File: config.mk
export PLATFORM = sky130hd
export DESIGN_NAME = lfm_chirp_tx
export DESIGN_NICKNAME = d
export VERILOG_FILES = /design/src/rtl/lfm_chirp_tx.sv
export SDC_FILE = /design/constraint.sdc
export NUM_CORES = 1
export LEC_CHECK = 0
export CELL_PAD_IN_SITES_DETAIL_PLACEMENT = 1
export CELL_PAD_IN_SITES_GLOBAL_PLACEMENT = 1
export CORE_MARGIN = 3
export CORE_UTILIZATION = 46
export DETAILED_ROUTE_END_ITERATION = 8
export HOLD_SLACK_MARGIN = 0.08
export PLACE_DENSITY_LB_ADDON = 0.1
export SETUP_SLACK_MARGIN = 0.02
export SLEW_MARGIN = 20
export SYNTH_ARGS = -nofsm -noshare
export SYNTH_HDL_FRONTEND = slang
export SYNTH_SLANG_ARGS = --single-unit
File: constraint.sdc
create_clock -name clk -period 4.9 [get_ports clk]
set_clock_uncertainty 0.05 [all_clocks]
set_input_delay 0.98 -clock clk [delete_from_list [all_inputs] [get_ports clk]]
set_output_delay 0.98 -clock clk [all_outputs]
set_load 0.05 [all_outputs]
File: src/rtl/lfm_chirp_tx.sv
// Linear-FM chirp burst generator: one LEN-sample complex burst per trigger via quadratic-phase DDS.
// Latency: sample n leaves tx_I/tx_Q exactly 2 clocks after the sample_en cycle that consumed it.
// Backpressure: none downstream; sample_en low stalls all accumulators and emits nothing.
//
// Ports:
//   clk, rst          system clock, synchronous active-high reset
//   start             one-cycle trigger, honoured only in IDLE
//   sample_en         sample-rate strobe, one sample consumed per high cycle in TX
//   tx_I, tx_Q        signed baseband sample (cos, sin), forced to 0 when tx_valid is low
//   tx_valid          one-clock strobe per burst sample
//   busy              high in TX and GAP
//   done              pulse coincident with the last valid sample of a burst
//   pri_overrun       (only with LFM_CHIRP_PRI_AUTO_EN) sticky: an auto-trigger was dropped
//
// Optional feature macro: LFM_CHIRP_PRI_AUTO_EN adds a free-running PRI auto-trigger.
// The quarter-wave table below holds round(2047*sin(2*pi*k/256)), k = 0..64, so it matches
// WIDTH = 12 and LUT_AW = 8.
module lfm_chirp_tx #(
   parameter int WIDTH      = 12,
   parameter int LEN        = 64,
   parameter int PHASE_W    = 16,
   parameter int LUT_AW     = 8,
   parameter int F0         = -32768,
   parameter int K          = 1024,
   parameter int GAP_CYCLES = 8
`ifdef LFM_CHIRP_PRI_AUTO_EN
   ,parameter int PRI       = 256
`endif
) (
   input  logic                    clk,
   input  logic                    rst,
   input  logic                    start,
   input  logic                    sample_en,
   output logic signed [WIDTH-1:0] tx_I,
   output logic signed [WIDTH-1:0] tx_Q,
   output logic                    tx_valid,
   output logic                    busy,
   output logic                    done
`ifdef LFM_CHIRP_PRI_AUTO_EN
   ,output logic                   pri_overrun
`endif
);

   localparam int N_W   = $clog2(LEN);
   localparam int GAP_W = $clog2(GAP_CYCLES + 1);
   localparam logic [PHASE_W-1:0] F0_W     = PHASE_W'(F0);
   localparam logic [PHASE_W-1:0] K_W      = PHASE_W'(K);
   localparam logic [N_W-1:0]     N_LAST   = N_W'(LEN - 1);
   localparam logic [GAP_W-1:0]   GAP_LAST = GAP_W'(GAP_CYCLES - 1);

   // First quadrant of the sine wave, inclusive of both end points.
   localparam logic [10:0] QTAB [0:64] = '{
      11'd0,    11'd50,   11'd100,  11'd151,  11'd201,  11'd251,  11'd300,  11'd350,
      11'd399,  11'd449,  11'd497,  11'd546,  11'd594,  11'd642,  11'd690,  11'd737,
      11'd783,  11'd830,  11'd875,  11'd920,  11'd965,  11'd1009, 11'd1052, 11'd1095,
      11'd1137, 11'd1179, 11'd1219, 11'd1259, 11'd1299, 11'd1337, 11'd1375, 11'd1411,
      11'd1447, 11'd1483, 11'd1517, 11'd1550, 11'd1582, 11'd1614, 11'd1644, 11'd1674,
      11'd1702, 11'd1729, 11'd1756, 11'd1781, 11'd1805, 11'd1828, 11'd1850, 11'd1871,
      11'd1891, 11'd1910, 11'd1927, 11'd1944, 11'd1959, 11'd1973, 11'd1986, 11'd1997,
      11'd2008, 11'd2017, 11'd2025, 11'd2032, 11'd2037, 11'd2041, 11'd2045, 11'd2046,
      11'd2047
   };

   // Full-circle sine from the quarter table: odd quadrants mirror the index,
   // the lower half-circle negates. Magnitudes never exceed 2047, so the
   // negation can never produce the most negative code.
   function automatic logic signed [WIDTH-1:0] lut_sin(input logic [7:0] a);
      logic [6:0]              idx;
      logic signed [WIDTH-1:0] m;
      idx = a[6] ? (7'd64 - {1'b0, a[5:0]}) : {1'b0, a[5:0]};
      m   = WIDTH'(QTAB[idx]);
      return a[7] ? -m : m;
   endfunction

   // cos(x) = sin(x + quarter turn)
   function automatic logic signed [WIDTH-1:0] lut_cos(input logic [7:0] a);
      return lut_sin(a + 8'd64);
   endfunction

   typedef enum logic [1:0] {S_IDLE, S_TX, S_GAP} state_t;

   state_t             state_q, state_d;
   logic [PHASE_W-1:0] phase_q, freq_q;
   logic [N_W-1:0]     n_q;
   logic [GAP_W-1:0]   gap_q;
   logic               consume;
   logic               trig;
   logic [LUT_AW-1:0]  lut_addr;

   // LUT-read stage
   logic                    v1_q, last1_q;
   logic signed [WIDTH-1:0] cos1_q, sin1_q;

`ifdef LFM_CHIRP_PRI_AUTO_EN
   localparam int PRI_W = $clog2(PRI);
   logic [PRI_W-1:0] pri_q;
   logic             auto_trig;

   always_ff @(posedge clk) begin
      if (rst) begin
         pri_q <= '0;
      end else begin
         pri_q <= (pri_q == PRI_W'(PRI - 1)) ? '0 : pri_q + PRI_W'(1);
      end
   end

   assign auto_trig = (pri_q == '0);
   assign trig      = start | auto_trig;

   // An auto-trigger landing outside IDLE is lost; remember that it happened.
   always_ff @(posedge clk) begin
      if (rst) begin
         pri_overrun <= 1'b0;
      end else if (auto_trig && state_q != S_IDLE) begin
         pri_overrun <= 1'b1;
      end
   end
`else
   assign trig = start;
`endif

   // FSM state register
   always_ff @(posedge clk) begin
      if (rst) begin
         state_q <= S_IDLE;
      end else begin
         state_q <= state_d;
      end
   end

   // FSM next state
   always_comb begin
      state_d = state_q;
      consume = 1'b0;
      case (state_q)
         S_IDLE: if (trig) state_d = S_TX;
         S_TX: begin
            if (sample_en) begin
               consume = 1'b1;
               if (n_q == N_LAST) state_d = S_GAP;
            end
         end
         S_GAP: if (gap_q == GAP_LAST) state_d = S_IDLE;
         default: state_d = S_IDLE;
      endcase
   end

   // Quadratic-phase DDS: frequency ramps linearly, phase integrates it.
   always_ff @(posedge clk) begin
      if (rst) begin
         phase_q <= '0;
         freq_q  <= '0;
         n_q     <= '0;
         gap_q   <= '0;
      end else begin
         case (state_q)
            S_IDLE: begin
               if (trig) begin
                  phase_q <= '0;
                  freq_q  <= F0_W;
                  n_q     <= '0;
               end
            end
            S_TX: begin
               gap_q <= '0;
               if (consume) begin
                  phase_q <= phase_q + freq_q;
                  freq_q  <= freq_q + K_W;
                  n_q     <= n_q + N_W'(1);
               end
            end
            S_GAP:   gap_q <= gap_q + GAP_W'(1);
            default: gap_q <= '0;
         endcase
      end
   end

   assign lut_addr = phase_q[PHASE_W-1 -: LUT_AW];

   // Stage 1: registered LUT read of the sample being consumed.
   always_ff @(posedge clk) begin
      if (rst) begin
         v1_q    <= 1'b0;
         last1_q <= 1'b0;
         cos1_q  <= '0;
         sin1_q  <= '0;
      end else begin
         v1_q    <= consume;
         last1_q <= consume && (n_q == N_LAST);
         cos1_q  <= lut_cos(lut_addr);
         sin1_q  <= lut_sin(lut_addr);
      end
   end

   // Stage 2: output register; data is zeroed whenever it carries no sample.
   always_ff @(posedge clk) begin
      if (rst) begin
         tx_valid <= 1'b0;
         done     <= 1'b0;
         tx_I     <= '0;
         tx_Q     <= '0;
      end else begin
         tx_valid <= v1_q;
         done     <= last1_q;
         tx_I     <= v1_q ? cos1_q : '0;
         tx_Q     <= v1_q ? sin1_q : '0;
      end
   end

   assign busy = (state_q != S_IDLE);

endmodule

# ---- After elaboration in Yosys (flattened, before gate mapping)
# Memory sizes are Yosys's and may differ from the RTL's.
# Cells that the tools add are included.
dict set report op_classes {
  order_cmp 2
  multipliers 0
  addsub 9
  n_eq_ne 9
  n_bitwise 5
  n_reduce_logical 9
  shifts 0
  div_mod_pow 0
  muxes 25
}
# operator n
set op_table {}
lappend op_table {{two-way mux 11 bit} 6}
lappend op_table {{two-way mux 16 bit} 4}
lappend op_table {{one-hot mux 16 bit (2 select lines)} 2}
lappend op_table {{negation 11 -> 12 bit} 2}
lappend op_table {{adder 16 x 11 -> 16 bit (second input constant)} 1}
lappend op_table {{adder 16 bit} 1}
lappend op_table {{>= comparator 8 bit (second input constant)} 2}
lappend op_table {{NOT 7 -> 8 bit} 2}
lappend op_table {{two-way mux 7 bit} 2}
lappend op_table {{subtractor 7 x 6 -> 7 bit (first input constant)} 2}
lappend op_table {{two-way mux 6 bit} 2}
lappend op_table {{one-hot mux 6 bit (2 select lines)} 1}
lappend op_table {{!= test 2 bit (second input constant)} 5}
lappend op_table {{adder 8 x 7 -> 8 bit (second input constant)} 1}
lappend op_table {{two-way mux 2 bit} 4}
lappend op_table {{one-hot mux 4 bit (2 select lines)} 1}
lappend op_table {{adder 6 x 1 -> 6 bit (second input constant)} 1}
lappend op_table {{equality test 6 bit (second input constant)} 1}
lappend op_table {{one-hot mux 2 bit (3 select lines)} 1}
lappend op_table {{OR reduction 2 bit} 3}
lappend op_table {{adder 4 x 1 -> 4 bit (second input constant)} 1}
lappend op_table {{equality test 4 x 3 -> 1 bit (second input constant)} 1}
lappend op_table {{AND reduction 4 bit} 1}
lappend op_table {{nonzero test 2 bit} 2}
lappend op_table {{7 further kinds} 10}
dict set report word_totals {
  mem_bits_ro 2816
  ramBits 0
  latch_bits 0
  mem_count 2
  register_bits 96
}
# memory words width read_ports rd_ports_with_merged_regs write_ports line_no
set mem_list {}
lappend mem_list {{(no name shown)} 128 11 1 0 0 71} ;# m = WIDTH'(QTAB[idx]);
lappend mem_list {{(no name shown)} 128 11 1 0 0 71}

# ---- Longest topological paths before layout
dict set report logic_depth {
  depth_word 9
  ltp_mapped 17
}

# ---- Worst setup path before layout
# Ideal clock, no wire load.
dict set report synth_timing {
  kind {register -> register}
  start {register phase_q[8]}
  end {register sin1_q[9]}
  path_slack_ns 0.436
  n_path_buf 3
  arrival_ns 4.280
  required_ns 4.716
  setup_time_ns 0.134
  path_stages_with_launch 17
  path_cell_list {dfxtp_1 > buf_2 > buf_1 > inv_1 > ha_1 > nand2_1 > o21ai_0 > ha_1 > clkbuf_1 > or2_1 > a21oi_1 > nor2_1 > mux4_2 > o32ai_2 > o211ai_2 > o31a_1 > or4_1}
}
dict set report synth_via {
  elab_chain_len 8
}
# item line_no
set synth_lines {}
lappend synth_lines {{from (decl)} 83} ;# logic [PHASE_W-1:0] phase_q, freq_q;
lappend synth_lines {{from (signal assigned)} 167} ;# phase_q <= phase_q + freq_q;
lappend synth_lines {{subtractor 7 x 6 -> 7 bit} 70} ;# idx = a[6] ? (7'd64 - {1'b0, a[5:0]}) : {1'b0, a[5:0]};
lappend synth_lines {{two-way mux 7 bit (*)} 70}
lappend synth_lines {{NOT 7 -> 8 bit (implied by the code) (*)} 71}
lappend synth_lines {{memory (128 x 11 bit) (*)} -}
lappend synth_lines {{two-way mux 11 bit (implied by the code) (*) (2 in a row)} 71}
lappend synth_lines {{negation 11 -> 12 bit} 72} ;# return a[7] ? -m : m;
lappend synth_lines {{two-way mux 11 bit (*)} 72}
lappend synth_lines {{to (signal assigned)} 191} ;# sin1_q <= lut_sin(lut_addr);
lappend synth_lines {{to (decl)} 92} ;# logic signed [WIDTH-1:0] cos1_q, sin1_q;
# Every way passes the cells marked *; elsewhere a longest branch is shown, timed or not. The select of a mux whose other input is x is not followed.
# A chain may end at the register's enable or synchronous reset.

# ---- Worst setup path in the final report
dict set report layout_timing {
  start {register phase_q[9]}
  end {register cos1_q[10]}
}
dict set report layout_via {
  elab_chain_len 9
}
# item line_no
set layout_lines {}
lappend layout_lines {{adder 8 x 7 -> 8 bit (*)} 77} ;# return lut_sin(a + 8'd64);
lappend layout_lines {{subtractor 7 x 6 -> 7 bit} 70}
lappend layout_lines {{two-way mux 7 bit} 70}
lappend layout_lines {{NOT 7 -> 8 bit (implied by the code)} 71}
lappend layout_lines {{memory (128 x 11 bit)} -}
lappend layout_lines {{two-way mux 11 bit (implied by the code) (2 in a row)} 71}
lappend layout_lines {{negation 11 -> 12 bit} 72}
lappend layout_lines {{two-way mux 11 bit (*)} 72}
lappend layout_lines {{to (signal assigned)} 190} ;# cos1_q <= lut_cos(lut_addr);
lappend layout_lines {{to (decl)} 92}
# Marks and branches as above.

==> impl_metrics.tcl <==
set metrics [dict create \
    drtIter0Drc 601 \
    die_h_um 122 \
    synth_top_area_share_pct 25.2 \
    crit_start "phase_q[9]" \
    rsz0062_at_grt "false" \
    dieArea_mm2 0.0149 \
    min_period_ns 4.49 \
    grt_pass1_wl_mm 34.7 \
    ys.flop_type "dfxtp_1" \
    ys_seq_area_share_pct 25.2 \
    ys_warn_count 0 \
    grt_pass1_vias 6326 \
    synth_top_area_cell "dfxtp_1" \
    cp.required_ns 5.08 \
    ys_types 91 \
    reg2reg_from "phase_q[9]" \
    outcome "complete, no violations" \
    ys_ff_latch 78 \
    power_switching_uw 343 \
    hp-class "flop to flop" \
    drtAntennaViolNets 0 \
    wire_per_inst_um 22.3 \
    internal_power_mw 1.14 \
    cts.reportedPaths.clkPinSlew_ns 0.06 \
    power_density_mw_per_mm2 213 \
    dp_hpwl_mm 15.5 \
    initial_core_util_pct 48.0 \
    post-route-period-util_pct 91.6 \
    path_class "flop to flop" \
    clock_sinks 78 \
    grt.met3_usage_pct 5.34 \
    nets 824 \
    antenna_cells 0 \
    seq_power_share_pct 44.1 \
    comb_power_share_pct 6.1 \
    post-place-ws_ns 0.402 \
    end_kind "flop" \
    p_leak_nw 2.67 \
    vias_per_cell 6.52 \
    met1_usage_pct 37.8 \
    htree_levels 3 \
    syn_to_final_growth_pct 11.8 \
    first_pass_iters 5 \
    swShare_pct 23.2 \
    synth_area_leaders "dfxtp_1, ha_1, nor2_1" \
    crit_fanout 14 \
    syn_area_mm2 0.00620 \
    final_common_cell "nor2_1" \
    grt_overflow 0 \
    timing.slew.headroom_pct 29.9 \
    arrival_ns 4.67 \
    drv_cap 0 \
    p_clk_share_pct 49.8 \
    remaining_drc_errors 0 \
    fin_setup_tns_ns 0 \
    routed_wl_mm 21.6 \
    setup_viol 0 \
    final_cell_mix "nor2_1, dfxtp_1, nand2_1, a21oi_1, o21ai_0" \
    core_mm2 0.0129 \
    tightestPinTransition_ns 1.05 \
    hp-start "cos1_q[0]" \
    final-hold-violation-count 0 \
    numCtsBuffers 9 \
    drive_gt1_share_pct 10.3 \
    met2_usage_pct 48.9 \
    clock-root-buffer "clkbuf_16" \
    clock_latency_ns 0.34 \
    dieWidth_um 122 \
    pin_count 31 \
    syn_inst 788 \
    cts_buffer_depth 2 \
    track_usage_pct 29.5 \
    n_fill_cell 1621 \
    via_count 6316 \
    fin_ws_ns 0.409 \
    grt_max_degree 35 \
    synthArstFlopShare_pct 0 \
    avgSynthCellArea_um2 7.87 \
    place_congestion 0.930 \
    max_freq_ghz 0.223 \
    rows 41 \
    grt_antenna_before_repair 0 \
    slew_viol_final 0 \
    portBuffers 30 \
    final_util_pct 53.6 \
    busiest_layer "met2" \
    cp-start-kind "flop" \
    peakVddDrop_uv 178 \
    syn-num-nets 820 \
    synth_edf_count 0 \
    cts_tree "built" \
]
## through the flow
| step | cell area (µm²) | total power, mW | hold slack [ns] | std cells |
|---|---|---|---|---|
| 2_1_floorplan | 6200 | 0.728 | 0.356 | 788 |
| 3_3_place_gp | 6610 | 0.751 | 0.358 | 953 |
| 3_5_place_dp | 6610 | 0.755 | 0.365 | 953 |
| 4_1_cts | 6930 | 1.49 | 0.382 | 969 |
| 5_1_grt | 6940 | 1.53 | 0.392 | 969 |
| 6_report | 6940 | 1.48 | 0.378 | 969 |
## area by class of cell
| class | instances | area (µm²) | share of cell area, % |
|---|---|---|---|
| repair buffers | 54 | 475 | 6.86 |
| flip-flops and latches | 78 | 1560 | 22.5 |
| clock buffers | 11 | 243 | 3.50 |
| well taps | 172 | 215 | 3.10 |
| clock inverters | 5 | 82.6 | 1.19 |
| multi-input cells | 629 | 4280 | 61.8 |
| inverters | 20 | 75.1 | 1.08 |
## synth_stat cells (all sizes together), types with 19 or more instances
master	count
nor2b	20
nand3	25
ha	28
nand2	51
nor2	79
dfxtp	78
nor3	26
buf	32
a21oi	47
and2	32
o21ai	43
inv	19
nand2b	21
clkbuf	29
## state kept, by name (all words and copies together), names as in the netlist
name	cells
gap_q	4
v1_q	1
tx_I	12
phase_q	8
freq_q	6
done	1
n_q	6
sin1_q	12
tx_valid	1
state_q	2
last1_q	1
tx_Q	12
cos1_q	12
## critical path, stage by stage (launching register included)
cell	delay (ns)
dfxtp_1	0.68
inv_1	0.20
ha_1	0.41
mux2_2	0.39
ha_1	0.48
nand3_1	0.17
a32o_1	0.30
a32o_1	0.25
o32ai_4	0.29
ha_1	0.28
nand4_1	0.13
o41a_1	0.44
mux2_1	0.30
## layer usage
metal  vias to the layer above  wire length, µm
li1                       2924                -
met1                      3112             9280
met2                       222            10400
met3                        58             1110
met4                         0              804
met5                         -                0
## kinds of logic after synthesis
| kind of cell | Yosys count | share of synthesized area [%] |
|---|---|---|
| and+or+nand+nor | 313 | 26.7 |
| AOI/OAI and AO/OA | 238 | 28.5 |
| buffers and inverters | 81 | 5.89 |
| DFF | 78 | 25.2 |
| adders and majority gates | 28 | 5.65 |
| muxes | 26 | 4.56 |
| xor gates and xnor gates | 24 | 3.51 |
## power groups by stage
stage / registers (mW) / logic [mW] / clock network [mW]
floorplan: 0.667 / 0.0605 / 0
detailed placement: 0.666 / 0.0886 / 0
global placement: 0.665 / 0.0858 / 0
CTS: 0.652 / 0.0895 / 0.747
finish: 0.652 / 0.0901 / 0.736
global route: 0.653 / 0.0982 / 0.782
## timing repair
| item | 4_1_cts | 5_1_grt |
|---|---|---|
| gates resized for setup | 0 | 1 |
| endpoints found under the setup margin | 0 | 2 |
| setup buffers | 0 | 0 |
| hold buffers | 0 | 0 |
## path summary, 6_finish.rpt
path,depth (start not counted),slack [ns],end
hold reg to reg,1,0.38,tx_I[0]
setup / recovery,12,0.41,cos1_q[10]
hold / removal,1,0.38,tx_I[0]
setup reg to reg,12,0.41,cos1_q[10]
Power figures use the tool's default switching activity.
